--- src/rtl/uart_rx_if.sv ---
// Received-byte bus from uart_rx to user logic: data, one-cycle valid strobe
// and the per-frame error flags that qualify it.
interface uart_rx_if;
  logic [7:0] rx_data;
  logic       rx_valid;
  logic       parity_err;
  logic       frame_err;

  modport master (output rx_data, output rx_valid, output parity_err, output frame_err);
  modport slave  (input  rx_data, input  rx_valid, input  parity_err, input  frame_err);
endinterface

--- src/rtl/uart_rx.sv ---
// UART receiver for start + 8 data (LSB first) + even parity + stop frames.
// Mid-bit sampling from a synchronized line; byte presented with a one-cycle strobe.
module uart_rx #(
  parameter int BIT_COUNTS  = 5210,
  parameter int HALF_COUNTS = 2605
) (
  input  logic       clk,
  input  logic       rst,
  input  logic       rx_in,
  uart_rx_if.master  rx_bus,
  output logic       busy,
  output logic [2:0] state
);

  localparam int CNT_W = $clog2(BIT_COUNTS);

  typedef enum logic [2:0] {
    ST_IDLE   = 3'd0,
    ST_START  = 3'd1,
    ST_DATA   = 3'd2,
    ST_PARITY = 3'd3,
    ST_STOP   = 3'd4,
    ST_DONE   = 3'd5
  } state_t;

  function automatic logic even_parity(input logic [7:0] d);
    return ^d;
  endfunction

  logic             sync1_r;
  logic             sync2_r;
  logic             prev_r;
  state_t           state_r;
  logic [CNT_W-1:0] cnt_r;
  logic [3:0]       bit_cnt_r;
  logic [7:0]       shift_r;
  logic             par_err_r;
  logic [7:0]       rx_data_r;
  logic             rx_valid_r;
  logic             parity_err_r;
  logic             frame_err_r;
  logic             busy_r;
  logic             fall_s;
  logic [CNT_W-1:0] last_s;
  logic             tick_s;

  // Two-flop line synchronizer plus previous sample for edge detection.
  always_ff @(posedge clk or negedge rst) begin
    if (!rst) begin
      sync1_r <= 1'b1;
      sync2_r <= 1'b1;
      prev_r  <= 1'b1;
    end else begin
      sync1_r <= rx_in;
      sync2_r <= sync1_r;
      prev_r  <= sync2_r;
    end
  end

  // Falling-edge detect and the baud-counter sample instant for the current state.
  always_comb begin
    fall_s = prev_r & ~sync2_r;
    if (state_r == ST_START) begin
      last_s = CNT_W'(HALF_COUNTS - 1);
    end else begin
      last_s = CNT_W'(BIT_COUNTS - 1);
    end
    tick_s = (cnt_r == last_s);
  end

  // Receive FSM; outputs are loaded on the STOP->DONE edge so they are visible during DONE.
  always_ff @(posedge clk or negedge rst) begin
    if (!rst) begin
      state_r      <= ST_IDLE;
      cnt_r        <= {CNT_W{1'b0}};
      bit_cnt_r    <= 4'd0;
      shift_r      <= 8'h00;
      par_err_r    <= 1'b0;
      rx_data_r    <= 8'h00;
      rx_valid_r   <= 1'b0;
      parity_err_r <= 1'b0;
      frame_err_r  <= 1'b0;
      busy_r       <= 1'b0;
    end else begin
      rx_valid_r <= 1'b0;
      case (state_r)
        ST_IDLE: begin
          cnt_r     <= {CNT_W{1'b0}};
          bit_cnt_r <= 4'd0;
          if (fall_s) begin
            state_r <= ST_START;
            busy_r  <= 1'b1;
          end
        end
        ST_START: begin
          if (tick_s) begin
            cnt_r <= {CNT_W{1'b0}};
            if (sync2_r) begin
              state_r <= ST_IDLE;
              busy_r  <= 1'b0;
            end else begin
              state_r <= ST_DATA;
            end
          end else begin
            cnt_r <= cnt_r + CNT_W'(1);
          end
        end
        ST_DATA: begin
          if (tick_s) begin
            cnt_r   <= {CNT_W{1'b0}};
            shift_r <= {sync2_r, shift_r[7:1]};
            if (bit_cnt_r == 4'd7) begin
              bit_cnt_r <= 4'd0;
              state_r   <= ST_PARITY;
            end else begin
              bit_cnt_r <= bit_cnt_r + 4'd1;
            end
          end else begin
            cnt_r <= cnt_r + CNT_W'(1);
          end
        end
        ST_PARITY: begin
          if (tick_s) begin
            cnt_r     <= {CNT_W{1'b0}};
            par_err_r <= sync2_r ^ even_parity(shift_r);
            state_r   <= ST_STOP;
          end else begin
            cnt_r <= cnt_r + CNT_W'(1);
          end
        end
        ST_STOP: begin
          if (tick_s) begin
            cnt_r        <= {CNT_W{1'b0}};
            rx_data_r    <= shift_r;
            rx_valid_r   <= 1'b1;
            parity_err_r <= par_err_r;
            frame_err_r  <= ~sync2_r;
            busy_r       <= 1'b0;
            state_r      <= ST_DONE;
          end else begin
            cnt_r <= cnt_r + CNT_W'(1);
          end
        end
        ST_DONE: begin
          cnt_r   <= {CNT_W{1'b0}};
          state_r <= ST_IDLE;
        end
        default: begin
          cnt_r   <= {CNT_W{1'b0}};
          busy_r  <= 1'b0;
          state_r <= ST_IDLE;
        end
      endcase
    end
  end

  assign rx_bus.rx_data    = rx_data_r;
  assign rx_bus.rx_valid   = rx_valid_r;
  assign rx_bus.parity_err = parity_err_r;
  assign rx_bus.frame_err  = frame_err_r;
  assign busy              = busy_r;
  assign state             = state_r;

endmodule

--- src/flat_wrapper.sv ---
// flat-port wrapper written by rule: the top's interface ports become plain ports
module uart_rx_flat 
#(
  parameter int BIT_COUNTS  = 5210,
  parameter int HALF_COUNTS = 2605
)
  (clk, rst, rx_in, busy, state, rx_bus_rx_data, rx_bus_rx_valid, rx_bus_parity_err, rx_bus_frame_err);
  uart_rx_if rx_bus_i ();
  input  logic clk;
  input  logic rst;
  input  logic rx_in;
  output logic busy;
  output logic [2:0] state;
  output wire logic [$bits(rx_bus_i.rx_data)-1:0] rx_bus_rx_data;
  output wire logic [$bits(rx_bus_i.rx_valid)-1:0] rx_bus_rx_valid;
  output wire logic [$bits(rx_bus_i.parity_err)-1:0] rx_bus_parity_err;
  output wire logic [$bits(rx_bus_i.frame_err)-1:0] rx_bus_frame_err;
  assign rx_bus_rx_data = rx_bus_i.rx_data;
  assign rx_bus_rx_valid = rx_bus_i.rx_valid;
  assign rx_bus_parity_err = rx_bus_i.parity_err;
  assign rx_bus_frame_err = rx_bus_i.frame_err;
  uart_rx #(.BIT_COUNTS(BIT_COUNTS), .HALF_COUNTS(HALF_COUNTS)) u_core (.clk(clk), .rst(rst), .rx_in(rx_in), .rx_bus(rx_bus_i), .busy(busy), .state(state));
endmodule
--- config.mk ---
export PLATFORM = sky130hd
export DESIGN_NAME = uart_rx_flat
export DESIGN_NICKNAME = d
export VERILOG_FILES = /design/src/rtl/uart_rx_if.sv /design/src/rtl/uart_rx.sv /design/src/flat_wrapper.sv
export SDC_FILE = /design/constraint.sdc
export NUM_CORES = 1
export LEC_CHECK = 0
export ABC_CLOCK_PERIOD_IN_PS = 2150
export CORE_UTILIZATION = 51
export CTS_CLUSTER_SIZE = 12
export DETAILED_ROUTE_END_ITERATION = 8
export PLACE_DENSITY = 0.74
export SLEW_MARGIN = 40
export SYNTH_ARGS = -nofsm -noshare
export SYNTH_HDL_FRONTEND = slang
export SYNTH_SLANG_ARGS = --single-unit
--- constraint.sdc ---
create_clock -name clk -period 2.15 [get_ports clk]
set_clock_uncertainty 0.2 [all_clocks]
set_input_delay 0.43 -clock clk [delete_from_list [all_inputs] [get_ports clk]]
set_output_delay 0.43 -clock clk [all_outputs]
set_load 0.02 [all_outputs]
==> flow_summary.json, run 1 <==
{
  "outcome": "finished clean",
  "cp_slowest_stage_delay_ns": 0.41,
  "leakage_nw": 1.16,
  "fin_hold_ws_ns": 0.159,
  "worstMarginPinSlew_ns": 0.481,
  "synth.top_cells.by_count": "dfrtp_1 (41), nor2_1 (18), mux2_2 (13), xnor2_1 (13), nand2_1 (12)",
  "wl_per_cell_um": 15.0,
  "htree_levels": 2,
  "synth_edf_count": 0,
  "power_density_mw_per_mm2": 677,
  "worst_path_max_delay_cell": "dfrtp_1",
  "clockRootBuffer": "clkbuf_8",
  "drc": 0,
  "grt_pass1_wl_um": 6690,
  "cp_num_buf_inv": 2,
  "synth_top_cell_area_share_pct": 48.9,
  "fp-row-count": 22,
  "hp-start": "u_core.sync1_r",
  "place_congestion": 0.854,
  "cp_max_fo": 8,
  "yosysMostFrequentCell": "dfrtp_1",
  "start_util_pct": 55.3,
  "clk_path_buf_depth": 2,
  "vias": 1439,
  "ys_seq_area_share_pct": 52.6,
  "required_ns": 2.13,
  "start_kind": "flop",
  "clkTransAtPathRegs_ns": 0.08,
  "drv_slew": 0,
  "nets": 215,
  "hold_path.class": "reg -> reg",
  "numCtsBuffers": 5,
  "syn_inst": 181,
  "end_kind": "flop",
  "grt_usage_pct": 21.0,
  "setup_violations": 0,
  "hpwl_um": 2740,
  "die_h_um": 66.2,
  "first_global_vias": 1517,
  "layoutNonFillerInstCount": 259,
  "io_buffer_count": 17,
  "grt_max_degree": 26,
  "synth_area_mm2": 0.00210,
  "peakVddDrop_uv": 392,
  "slew_headroom_pct": 67.9,
  "crit_path_start": "u_core.cnt_r[10]",
  "path_cells": "nand4bb_1, nor4_4, buf_4, o2111ai_2, buf_4, mux2_2",
  "drv_cap": 0,
  "synth_area_leaders": "dfrtp_1 (49%), mux2_2 (7.0%), xnor2_1 (5.4%), dfstp_2 (3.8%), nor2_1 (3.2%)",
  "n_antenna_cell": 0,
  "max_freq_ghz": 0.477,
  "die_area_mm2": 0.00438,
  "async_reset_ff_share_pct": 100,
  "critPathKind": "reg -> reg",
  "synth_nets": 186,
  "die_w_um": 66.2,
  "syn_to_final_growth_pct": 19.0,
  "timing.final.hold_violations": 0,
  "core_region_area_mm2": 0.00380,
  "ys_warn_count": 0,
  "timing.final.crit_share_pct": 97.5,
  "io_pins": 18,
  "via_per_inst": 5.56,
  "drive_gt1_share_pct": 19.9,
  "synth_cell_types": 39,
  "cp.arrival_ns": 2.08,
  "wl_um": 3880,
  "synth_top_area_cell": "dfrtp_1",
  "fin_crit_ns": 2.10,
  "drt_iter0_drc": 72,
  "cp_common_cell": "buf_4",
  "drt-pass1-iter-count": 4,
  "gr-total-overflow": 0,
  "placed_cell_area_mm2": 0.00239,
  "avgSynthCellArea_um2": 11.6,
  "ys_seq_elements": 44,
  "r2r-start": "u_core.cnt_r[10]",
  "fin_area_mm2": 0.00250,
  "clk_latency_ns": 0.30,
  "crit_family": "simple AND/OR/NAND/NOR gates",
  "antenna_found_initial": 0,
  "cts_tree": "done",
  "dp_cells": 249,
  "synth_ff_type": "dfrtp_1",
  "ant_nets": 0,
  "numClockSinks": 44
}
-- where the power goes --
group          internal [mW]  total [mW]  leakage, nW  switching, mW
registers              0.870       0.908        0.590         0.0382
clock network          0.261       0.541       0.0445          0.280
logic                  0.101       0.242        0.527          0.141
-- registers in the layout, summed over array words and instances, names as in the netlist --
| signal | cells |
|---|---|
| u_core.rx_bus.rx_valid | 1 |
| u_core.sync2_r | 1 |
| u_core.bit_cnt_r | 4 |
| u_core.par_err_r | 1 |
| u_core.rx_bus.rx_data | 8 |
| u_core.state | 3 |
| u_core.shift_r | 8 |
| u_core.rx_bus.frame_err | 1 |
| u_core.rx_bus.parity_err | 1 |
| u_core.busy | 1 |
| u_core.cnt_r | 13 |
| u_core.prev_r | 1 |
| u_core.sync1_r | 1 |
-- cells in the final DEF, fill, tap and decap left out, drive strengths merged, types with 3 or more instances in the layout --
master	Yosys	layout
dfrtp	41	41
nor2	19	19
mux2	17	17
clkdlybuf4s50	0	16
xnor2	13	13
nand2	12	12
buf	3	12
o21ai	8	8
and3	7	7
xor2	7	7
clkbuf	4	7
inv	6	6
nand3	5	5
a21oi	3	3
nand3b	3	3
o211ai	3	3
mux2i	3	3
dfstp	3	3
-- path summary, 6_finish.rpt --
check	to	slack [ns]	depth (start not counted)
hold / removal	u_core.sync2_r	0.16	0
setup reg to reg	u_core.shift_r[5]	0.05	6
hold reg to reg	u_core.sync2_r	0.16	0
min in group asynchronous	u_core.cnt_r[5]	0.41	2
setup / recovery	u_core.shift_r[5]	0.05	6
max in group asynchronous	u_core.cnt_r[12]	0.84	3
-- through the flow --
step,setup slack (ns),power [mW],TNS [ns],utilization [%]
6_report,0.0535,1.69,0,65.8
4_1_cts,0.0266,1.71,0,65.5
3_5_place_dp,0.0615,1.17,0,62.8
3_3_place_gp,0.106,1.15,0,62.8
5_1_grt,-0.0316,1.78,-0.224,65.8
2_1_floorplan,0.0159,1.07,0,-
-- repair_timing --
action                                  4_1_cts  5_1_grt
endpoints found under the setup margin        0       28
hold buffers                                  1        0
setup buffers                                 0        1
gates resized for setup                       0        1
endpoints found under the hold margin        16        0
-- cell type report --
cell class,count,area (µm²)
repair buffers,29,283
clock buffers,7,86.3
fillers,305,1300
inverters,6,22.5
flip-flops and latches,44,1110
multi-input cells,124,933
clock inverters,1,7.51
well taps,48,60.1
-- worst reg2reg max path: stages, from the launching register on --
cell,delay (ns)
dfrtp_1,0.41
nand4bb_1,0.24
nor4_4,0.34
buf_4,0.18
o2111ai_2,0.12
buf_4,0.20
mux2_2,0.28
-- per-layer routing --
metal  GRT usage [%]  vias up  share of wire, %
li1                -      689                 -
met1            24.9      710                45
met2            35.5       29                49
met3            6.38       11               3.6
met4            8.51        0               2.4
met5               0        -                 0
-- kinds of logic after synthesis --
| family | share of synthesized area [%] |
|---|---|
| simple gates | 16.4 |
| flops | 52.6 |
| compound gates | 7.93 |
| xor+xnor | 8.34 |
| mux | 10.5 |
| buf+inv | 2.92 |
| fa+ha+maj | 1.19 |
No activity file was read; power rests on OpenSTA's default activity.
==> run 2, diff against run 1 <==
CORE_MARGIN = 10   (was unset)
==> run 2 against run 1 <==
  * The flow now finishes with violations (hold timing)
  * Sequential cell count unchanged
  * Worst setup slack better by 0.019 ns
  * Die area is 62% higher
  * Sequential power is 0.4% higher
  * Critical path type unchanged
  * Largest power group unchanged
==> flow_summary.json, run 2 (synthesis results as in run 1) <==
{
  "total_power_mw": 1.70,
  "clk_latency_ns": 0.30,
  "ant_nets": 0,
  "die_h_um": 84.2,
  "grt_use_met2_pct": 20.7,
  "hold_path.class": "in -> async",
  "via_per_inst": 5.51,
  "fillers": 331,
  "io_pins": 18,
  "numClockSinks": 44,
  "clk_path_buf_depth": 2,
  "fp-row-count": 23,
  "antenna_found_initial": 0,
  "clkTransAtPathRegs_ns": 0.08,
  "fin_tns_setup_ns": 0,
  "start_util_pct": 52.5,
  "cp_max_fo": 8,
  "gr-total-overflow": 0,
  "largest_reg_flops": 13,
  "slew_headroom_pct": 65.1,
  "clockRootBuffer": "clkbuf_8",
  "hpwl_um": 2900,
  "vias": 1437,
  "core_region_area_mm2": 0.00400,
  "grt_max_degree": 45,
  "die_area_mm2": 0.00708,
  "start_kind": "flop",
  "drc": 0,
  "use_met3_pct": 4.54,
  "cp.arrival_ns": 2.06,
  "cp_slowest_stage_delay_ns": 0.44,
  "n_antenna_cell": 0,
  "fin_hold_ws_ns": -0.00972,
  "first_global_vias": 1535,
  "timing.final.hold_violations": 25,
  "wl_um": 4040,
  "io_buffer_count": 17,
  "worst_path_max_delay_cell": "o2111ai_2",
  "fin_area_mm2": 0.00252,
  "hold_buffers": 0,
  "required_ns": 2.14,
  "end_kind": "flop",
  "leakage_nw": 1.19,
  "power_density_mw_per_mm2": 673,
  "syn_to_final_growth_pct": 20.1,
  "grt_usage_pct": 12.4,
  "place_congestion": 0.771,
  "use_met1_pct": 13.6,
  "mostFrequentLayoutCells": "dfrtp_1 (41), nor2_1 (18), clkdlybuf4s50_1 (14)",
  "grt_pass1_wl_um": 7270,
  "htree_levels": 2,
  "timing.final.crit_share_pct": 96.6,
  "finish.utilization_pct": 63.0,
  "drive_gt1_share_pct": 20.9,
  "nets": 215,
  "drt-pass1-iter-count": 4,
  "crit_family": "compound AO/OA/AOI/OAI gates",
  "drt_iter0_drc": 99,
  "drv_slew": 0,
  "violations": "hold timing",
  "setup_violations": 0,
  "max_freq_ghz": 0.481,
  "critPathKind": "reg -> reg",
  "outcome": "finished with violations",
  "top_register": "u_core.cnt_r",
  "cp_num_buf_inv": 1,
  "fin_crit_ns": 2.08,
  "peakVddDrop_uv": 485,
  "die_w_um": 84.2,
  "cts_tree": "done",
  "placed_cell_area_mm2": 0.00240,
  "drv_cap": 0,
  "worstMarginPinSlew_ns": 0.524,
  "path_cells": "buf_4, and4bb_2, o211a_1, o2111ai_2, mux2_2",
  "mostFrequentLayoutCell": "dfrtp_1",
  "busiest_layer": "met2",
  "numCtsBuffers": 5,
  "wl_per_cell_um": 15.5,
  "rsz0062_at_grt": "true"
}
-- run 2: changes by cell type in the layout (fill, tap and decap cells not counted), sizes merged --
cell	previous run	this run
dlygate4sd3	1	0
clkdlybuf4s50	16	14
clkbuf	7	6
clkinv	0	1
buf	12	13
dlymetal6s2s	0	2
-- run 2: final cells by class --
| type | count | area (µm²) | share of cell area, % |
|---|---|---|---|
| inverters | 6 | 22.5 | 0.893 |
| multi-input cells | 124 | 957 | 38.0 |
| clock inverters | 2 | 16.3 | 0.645 |
| clock buffers | 6 | 72.6 | 2.88 |
| flip-flops and latches | 44 | 1100 | 43.8 |
| well taps | 50 | 62.6 | 2.48 |
| repair buffers | 29 | 285 | 11.3 |
-- run 2: path summary, 6_finish.rpt --
path | startpoint | endpoint | slack [ns] | cells after the start
setup / recovery | u_core.cnt_r[0] | u_core.shift_r[6] | 0.07 | 5
hold / removal | rst | u_core.cnt_r[7] | -0.01 | 2
setup reg to reg | u_core.cnt_r[0] | u_core.shift_r[6] | 0.07 | 5
hold reg to reg | u_core.sync1_r | u_core.sync2_r | 0.16 | 0
max in group asynchronous | rst | u_core.prev_r | 1.39 | 2
min in group clk | u_core.sync1_r | u_core.sync2_r | 0.16 | 0
-- run 2: worst reg2reg max path, delay by kind of cell, from the launching register on --
family | cells | cell delay (ns)
simple gates | 1 | 0.22
flops | 1 | 0.39
buf+inv | 1 | 0.15
compound gates | 2 | 0.61
mux | 1 | 0.40
-- run 2: power by group --
part / internal [mW] / switching [mW]
clock: 0.231 / 0.286
combinational: 0.122 / 0.147
sequential: 0.870 / 0.0415
total: 1.22 / 0.474
-- run 2: timing repair --
action	CTS	global route
endpoints found under the setup margin	0	23
setup buffers	0	0
hold endpoints to repair	0	0
resized for setup	0	5
-- run 2: through the flow --
stage	cells	hold WS, ns	setup slack [ns]
after floorplan	181	-0.0656	0.0159
after detailed placement	253	0.150	0.0454
after global routing	261	0.0274	-0.0123
final	261	-0.00972	0.0724
after CTS	261	0.00380	0.0258
after global placement	253	0.150	0.0921
-- run 2: per-layer routing --
metal / part of all wire (%) / up-vias
li1: - / 687
met1: 41 / 720
met2: 51 / 24
met3: 5.5 / 6
met4: 1.8 / 0
met5: 0 / -
